--- config.mk ---
export PLATFORM = sky130hd
export DESIGN_NAME = loop_filter_pi
export DESIGN_NICKNAME = d
export VERILOG_FILES = /design/src/rtl/loop_filter_pi.sv
export SDC_FILE = /design/constraint.sdc
export NUM_CORES = 1
export LEC_CHECK = 0
export ABC_AREA = 1
export CORE_ASPECT_RATIO = 0.75
export CORE_MARGIN = 5
export CORE_UTILIZATION = 35
export DETAILED_ROUTE_END_ITERATION = 12
export GPL_TIMING_DRIVEN = 0
export PLACE_DENSITY = 0.56
export SLEW_MARGIN = 10
export SYNTH_ARGS = -nofsm -noshare
export SYNTH_HDL_FRONTEND = slang
export SYNTH_SLANG_ARGS = --single-unit
export TNS_END_PERCENT = 10
--- constraint.sdc ---
create_clock -name clk -period 3.5 [get_ports clk]
set_input_delay 0.7 -clock clk [delete_from_list [all_inputs] [get_ports clk]]
set_output_delay 0.7 -clock clk [all_outputs]
set_load 0.03 [all_outputs]
--- src/rtl/loop_filter_pi.sv ---
// PI loop filter: two-stage integrator/proportional datapath
// with acquisition/tracking gain scheduling and a hold freeze.
module loop_filter_pi #(
  parameter int PD_W       = 30,
  parameter int OUT_W      = 32,
  parameter int ACC_W      = 40,
  parameter int KP_ACQ     = 4,
  parameter int KI_ACQ     = 10,
  parameter int KP_TRK     = 6,
  parameter int KI_TRK     = 14,
  parameter int LOCK_THR   = 4096,
  parameter int LOCK_CNT   = 64,
  parameter int UNLOCK_CNT = 8
) (
  input  logic                    clk,
  input  logic                    rst,
  input  logic                    pd_valid,
  input  logic signed [PD_W-1:0]  pd,
  input  logic                    hold,
  output logic signed [OUT_W-1:0] frequency_df,
  output logic                    df_valid,
  output logic                    sat,
  output logic                    locked,
  output logic [1:0]              state
);

  typedef enum logic [1:0] {
    ST_ACQ   = 2'b00,
    ST_TRACK = 2'b01,
    ST_HOLD  = 2'b10
  } state_t;

  localparam int SW    = ACC_W + 1;
  localparam int CNT_W = $clog2(LOCK_CNT + UNLOCK_CNT + 1);

  localparam logic [PD_W:0] THR_LO = (PD_W+1)'(LOCK_THR);
  localparam logic [PD_W:0] THR_HI = (PD_W+1)'(4 * LOCK_THR);

  localparam logic [CNT_W-1:0] LOCK_N   = CNT_W'(LOCK_CNT);
  localparam logic [CNT_W-1:0] UNLOCK_N = CNT_W'(UNLOCK_CNT);

  localparam logic signed [SW-1:0] OUT_MAX =
    {{(SW-OUT_W+1){1'b0}}, {(OUT_W-1){1'b1}}};
  localparam logic signed [SW-1:0] OUT_MIN =
    {{(SW-OUT_W+1){1'b1}}, {(OUT_W-1){1'b0}}};
  localparam logic signed [ACC_W-1:0] ACC_MAX =
    {1'b0, {(ACC_W-1){1'b1}}};
  localparam logic signed [ACC_W-1:0] ACC_MIN =
    {1'b1, {(ACC_W-1){1'b0}}};

  state_t                   state_q;
  state_t                   saved_q;
  logic [CNT_W-1:0]         cnt_q;
  logic [CNT_W-1:0]         cnt_inc;
  logic signed [ACC_W-1:0]  acc_q;
  logic signed [PD_W-1:0]   prop_q;
  logic                     s1_valid_q;
  logic                     s1_sat_q;

  logic                     trk;
  logic                     accept;
  logic signed [PD_W-1:0]   pd_i;
  logic signed [PD_W-1:0]   pd_p;
  logic signed [SW-1:0]     acc_sum;
  logic                     acc_clamp;
  logic signed [ACC_W-1:0]  acc_nxt;
  logic signed [SW-1:0]     out_sum;
  logic                     out_clamp;
  logic signed [OUT_W-1:0]  out_nxt;
  logic signed [PD_W:0]     pd_ext;
  logic [PD_W:0]            pd_mag;
  logic                     pd_small;
  logic                     pd_large;

  assign state  = state_q;
  assign trk    = (state_q == ST_TRACK);
  assign accept = pd_valid && !hold && (state_q != ST_HOLD);

  assign pd_i = trk ? (pd >>> KI_TRK) : (pd >>> KI_ACQ);
  assign pd_p = trk ? (pd >>> KP_TRK) : (pd >>> KP_ACQ);

  assign acc_sum = {acc_q[ACC_W-1], acc_q}
                 + {{(SW-PD_W){pd_i[PD_W-1]}}, pd_i};
  assign acc_clamp = acc_sum[SW-1] ^ acc_sum[SW-2];
  assign acc_nxt = !acc_clamp ? acc_sum[ACC_W-1:0]
                 : (acc_sum[SW-1] ? ACC_MIN : ACC_MAX);

  assign out_sum = {acc_q[ACC_W-1], acc_q}
                 + {{(SW-PD_W){prop_q[PD_W-1]}}, prop_q};
  assign out_clamp = (out_sum > OUT_MAX) || (out_sum < OUT_MIN);

  // Output clamp to the frequency-word range
  always_comb begin
    out_nxt = out_sum[OUT_W-1:0];
    if (out_sum > OUT_MAX)
      out_nxt = OUT_MAX[OUT_W-1:0];
    else if (out_sum < OUT_MIN)
      out_nxt = OUT_MIN[OUT_W-1:0];
  end

  assign pd_ext   = {pd[PD_W-1], pd};
  assign pd_mag   = pd_ext[PD_W] ? -pd_ext : pd_ext;
  assign pd_small = (pd_mag < THR_LO);
  assign pd_large = (pd_mag >= THR_HI);
  assign cnt_inc  = cnt_q + CNT_W'(1);

  // Lock FSM: run counting, hold entry/exit, registered locked flag
  always_ff @(posedge clk) begin
    if (rst) begin
      state_q <= ST_ACQ;
      saved_q <= ST_ACQ;
      cnt_q   <= '0;
      locked  <= 1'b0;
    end else if (hold) begin
      if (state_q != ST_HOLD) begin
        saved_q <= state_q;
        state_q <= ST_HOLD;
      end
    end else if (state_q == ST_HOLD) begin
      state_q <= saved_q;
      locked  <= (saved_q == ST_TRACK);
    end else if (pd_valid) begin
      case (state_q)
        ST_ACQ: begin
          if (!pd_small) begin
            cnt_q <= '0;
          end else if (cnt_inc == LOCK_N) begin
            cnt_q   <= '0;
            state_q <= ST_TRACK;
            locked  <= 1'b1;
          end else begin
            cnt_q <= cnt_inc;
          end
        end
        ST_TRACK: begin
          if (!pd_large) begin
            cnt_q <= '0;
          end else if (cnt_inc == UNLOCK_N) begin
            cnt_q   <= '0;
            state_q <= ST_ACQ;
            locked  <= 1'b0;
          end else begin
            cnt_q <= cnt_inc;
          end
        end
        default: begin
          cnt_q <= cnt_q;
        end
      endcase
    end
  end

  // Two-stage datapath: integrate/proportional, then sum and clamp
  always_ff @(posedge clk) begin
    if (rst) begin
      acc_q        <= '0;
      prop_q       <= '0;
      s1_valid_q   <= 1'b0;
      s1_sat_q     <= 1'b0;
      frequency_df <= '0;
      df_valid     <= 1'b0;
      sat          <= 1'b0;
    end else begin
      s1_valid_q <= accept;
      if (accept) begin
        acc_q    <= acc_nxt;
        prop_q   <= pd_p;
        s1_sat_q <= acc_clamp;
      end
      df_valid <= s1_valid_q;
      if (s1_valid_q) begin
        frequency_df <= out_nxt;
        sat          <= s1_sat_q | out_clamp;
      end
    end
  end

endmodule

==> impl_metrics.json <==
{
  "hold_viol": 0,
  "antennaDiodeCount": 0,
  "core_area_mm2": 0.0311,
  "fin_crit_sh_pct": 96.7,
  "final_common_cell": "nand2_1",
  "crit_required_ns": 3.80,
  "p_leak_nw": 5.90,
  "dp_slack_ns": -2.13,
  "dr.pass1.iters": 8,
  "place_inst": 2211,
  "rsz0062_at_grt": "true",
  "postCtsHoldBufs": 0,
  "netlist_area_mm2": 0.0110,
  "yosys_warnings": 0,
  "numClockSinks": 114,
  "cts_tree": "built",
  "outcome": "finished clean",
  "ys_ff_latch": 114,
  "layout.nets": 1962,
  "ir_worst_vdd_mv": 0.321,
  "design_area_mm2": 0.0134,
  "ios": 71,
  "die_area_mm2": 0.0351,
  "cts_max_level": 4,
  "initial_core_util_pct": 35.3,
  "yosys.area.top_type": "dfxtp_1",
  "use_met2_pct": 31.6,
  "area_growth_syn_to_layout_pct": 21.6,
  "yosysSeqAreaShare_pct": 20.8,
  "num_rows": 56,
  "grt_first_pass_wirelength_um": 61400,
  "synthCells": 1737,
  "setup_violations": 0,
  "drcViolationCount": 0,
  "cp-start-kind": "flop",
  "setup_ws_ns": 0.117,
  "async_reset_ff_share_pct": 0,
  "tightest_slew_ns": 0.832,
  "crit_arrival_ns": 3.68,
  "crit_fanout": 10,
  "fp.dieW_um": 215,
  "fmax_mhz": 296,
  "drtAntennaViolNets": 0,
  "drive_gt1_share_pct": 12.3,
  "synth_edf_count": 0,
  "drt_iter0_drc": 1163,
  "cts.path.max_buffers": 2,
  "cp-end-kind": "flop",
  "cts_made_buffers": 17,
  "grt_pass1_vias": 11200,
  "grt_max_degree": 37,
  "drv_cap": 0,
  "vias": 12100,
  "gr-usage-met1_pct": 33.9,
  "cts_root_buf": "clkbuf_16",
  "relSlewSlack_pct": 44.1,
  "syn_area_per_cell_um2": 6.33,
  "grt_usage_pct": 22.0,
  "placed_area_mm2": 0.0122,
  "syn_nets": 1855,
  "met3_usage_pct": 4.39,
  "grt-busiest-layer": "met1",
  "port_buffers": 68,
  "ys_types": 55,
  "hold_slack_ns": 0.471,
  "drv_slew": 0,
  "antenna_found_initial": 0,
  "synth.area.top_cells": "dfxtp_1, nand2_1, ha_1",
  "die_h_um": 163,
  "critPathKind": "flop to flop",
  "clk_pin_slew_worst_paths_ns": 0.06,
  "vias_per_cell": 5.33,
  "wl_um": 39500,
  "post-dp-hpwl_um": 32700,
  "most-common-layout-cells": "nand2_1, nor2_1, o21ai_0, a21oi_1, inv_1",
  "hold_class": "flop to flop",
  "skew_ns": 0.0119,
  "clk_latency_ns": 0.44,
  "fin_cells": 2263,
  "grt_overflow_total": 0,
  "ys.flop_type": "dfxtp_1",
  "gp_congestion": 0.969,
  "drt-wirelength-per-cell_um": 17.4,
  "power_density_mw_per_mm2": 483,
  "min_period_ns": 3.38,
  "synth.top_cell.area_share_pct": 20.8
}
[sequential cells by signal (all words and copies together), names as in the netlist, 2 cells and up]
register / flops
cnt_q: 7
saved_q: 2
state: 2
frequency_df: 32
prop_q: 26
acc_q: 40
[report_power, final]
| group | switching (mW) | internal (mW) | total, mW |
|---|---|---|---|
| registers | 0.162 | 1.43 | 1.59 |
| logic | 1.79 | 1.04 | 2.83 |
| clock network | 0.676 | 1.35 | 2.03 |
| total | 2.63 | 3.82 | 6.45 |
[cell type report]
type,instances,area [um^2]
Fill cell,3402,17700
Tap cell,406,508
Clock inverter,13,231
Multi-Input combinational cell,1424,8120
Inverter,151,573
Timing Repair Buffer,89,863
Clock buffer,19,443
Sequential cell,114,2290
Buffer,47,345
[cell usage after synthesis (all sizes together) (8+ instances only)]
| library cell | count |
|---|---|
| nand2 | 468 |
| a21oi | 208 |
| nor2 | 191 |
| o21ai | 183 |
| inv | 151 |
| dfxtp | 114 |
| ha | 82 |
| nand3 | 73 |
| xor2 | 52 |
| clkbuf | 33 |
| a31oi | 30 |
| nand4 | 24 |
| xnor2 | 19 |
| buf | 15 |
| nor3 | 13 |
| o21bai | 12 |
| o21a | 11 |
| nand3b | 10 |
| nor4 | 9 |
| a21o | 8 |
[critical path: stages, from the launching register on]
cell	delay, ns
dfxtp_4	0.34
inv_1	0.07
nor2_4	0.19
inv_4	0.09
clkbuf_8	0.18
nand2_1	0.08
nand2_1	0.07
ha_2	0.21
fa_2	0.38
a31o_4	0.28
a21oi_4	0.16
inv_1	0.07
nand4_1	0.09
nand3_2	0.13
xor2_4	0.21
or2_1	0.25
buf_6	0.14
buf_6	0.13
nand3_2	0.10
a21oi_2	0.06
[path summary, 6_finish.rpt]
check,start,to,slack (ns),cells after the start
hold / removal,saved_q[0],saved_q[0],0.47,2
hold reg to reg,saved_q[0],saved_q[0],0.47,2
setup / recovery,state[0],acc_q[2],0.12,19
setup reg to reg,state[0],acc_q[2],0.12,19
[cell families after synthesis]
kind of cell | after synthesis | synth area share (%)
simple gates | 796 | 31.5
compound gates | 473 | 24.6
buf+inv | 199 | 7.72
flops | 114 | 20.8
fa+ha+maj | 84 | 9.70
xor+xnor | 71 | 5.73
[routing by layer]
metal | wire [um] | vias to the layer above
met4 | 348 | 0
met1 | 20600 | 5541
met5 | 0 | -
met3 | 2870 | 30
met2 | 15700 | 407
li1 | - | 6095
[stage by stage]
stage                     total power, mW  setup TNS (ns)  utilization (%)
after floorplan                      3.38               0                -
after global placement               4.15          -89.00             39.2
after detailed placement             4.15          -88.59             39.2
after CTS                            6.31               0             42.2
after global routing                 6.82         -0.0860             43.0
final                                6.45               0             43.0
[repair_timing]
item / 4_1_cts / 5_1_grt
endpoints found under the hold margin: 0 / 0
pin swaps: 8 / 12
gates cloned: 1 / 0
gates resized for setup: 54 / 39
setup endpoints to repair: 50 / 40
setup buffers: 10 / 10
No activity file was read; power rests on OpenSTA's default activity.
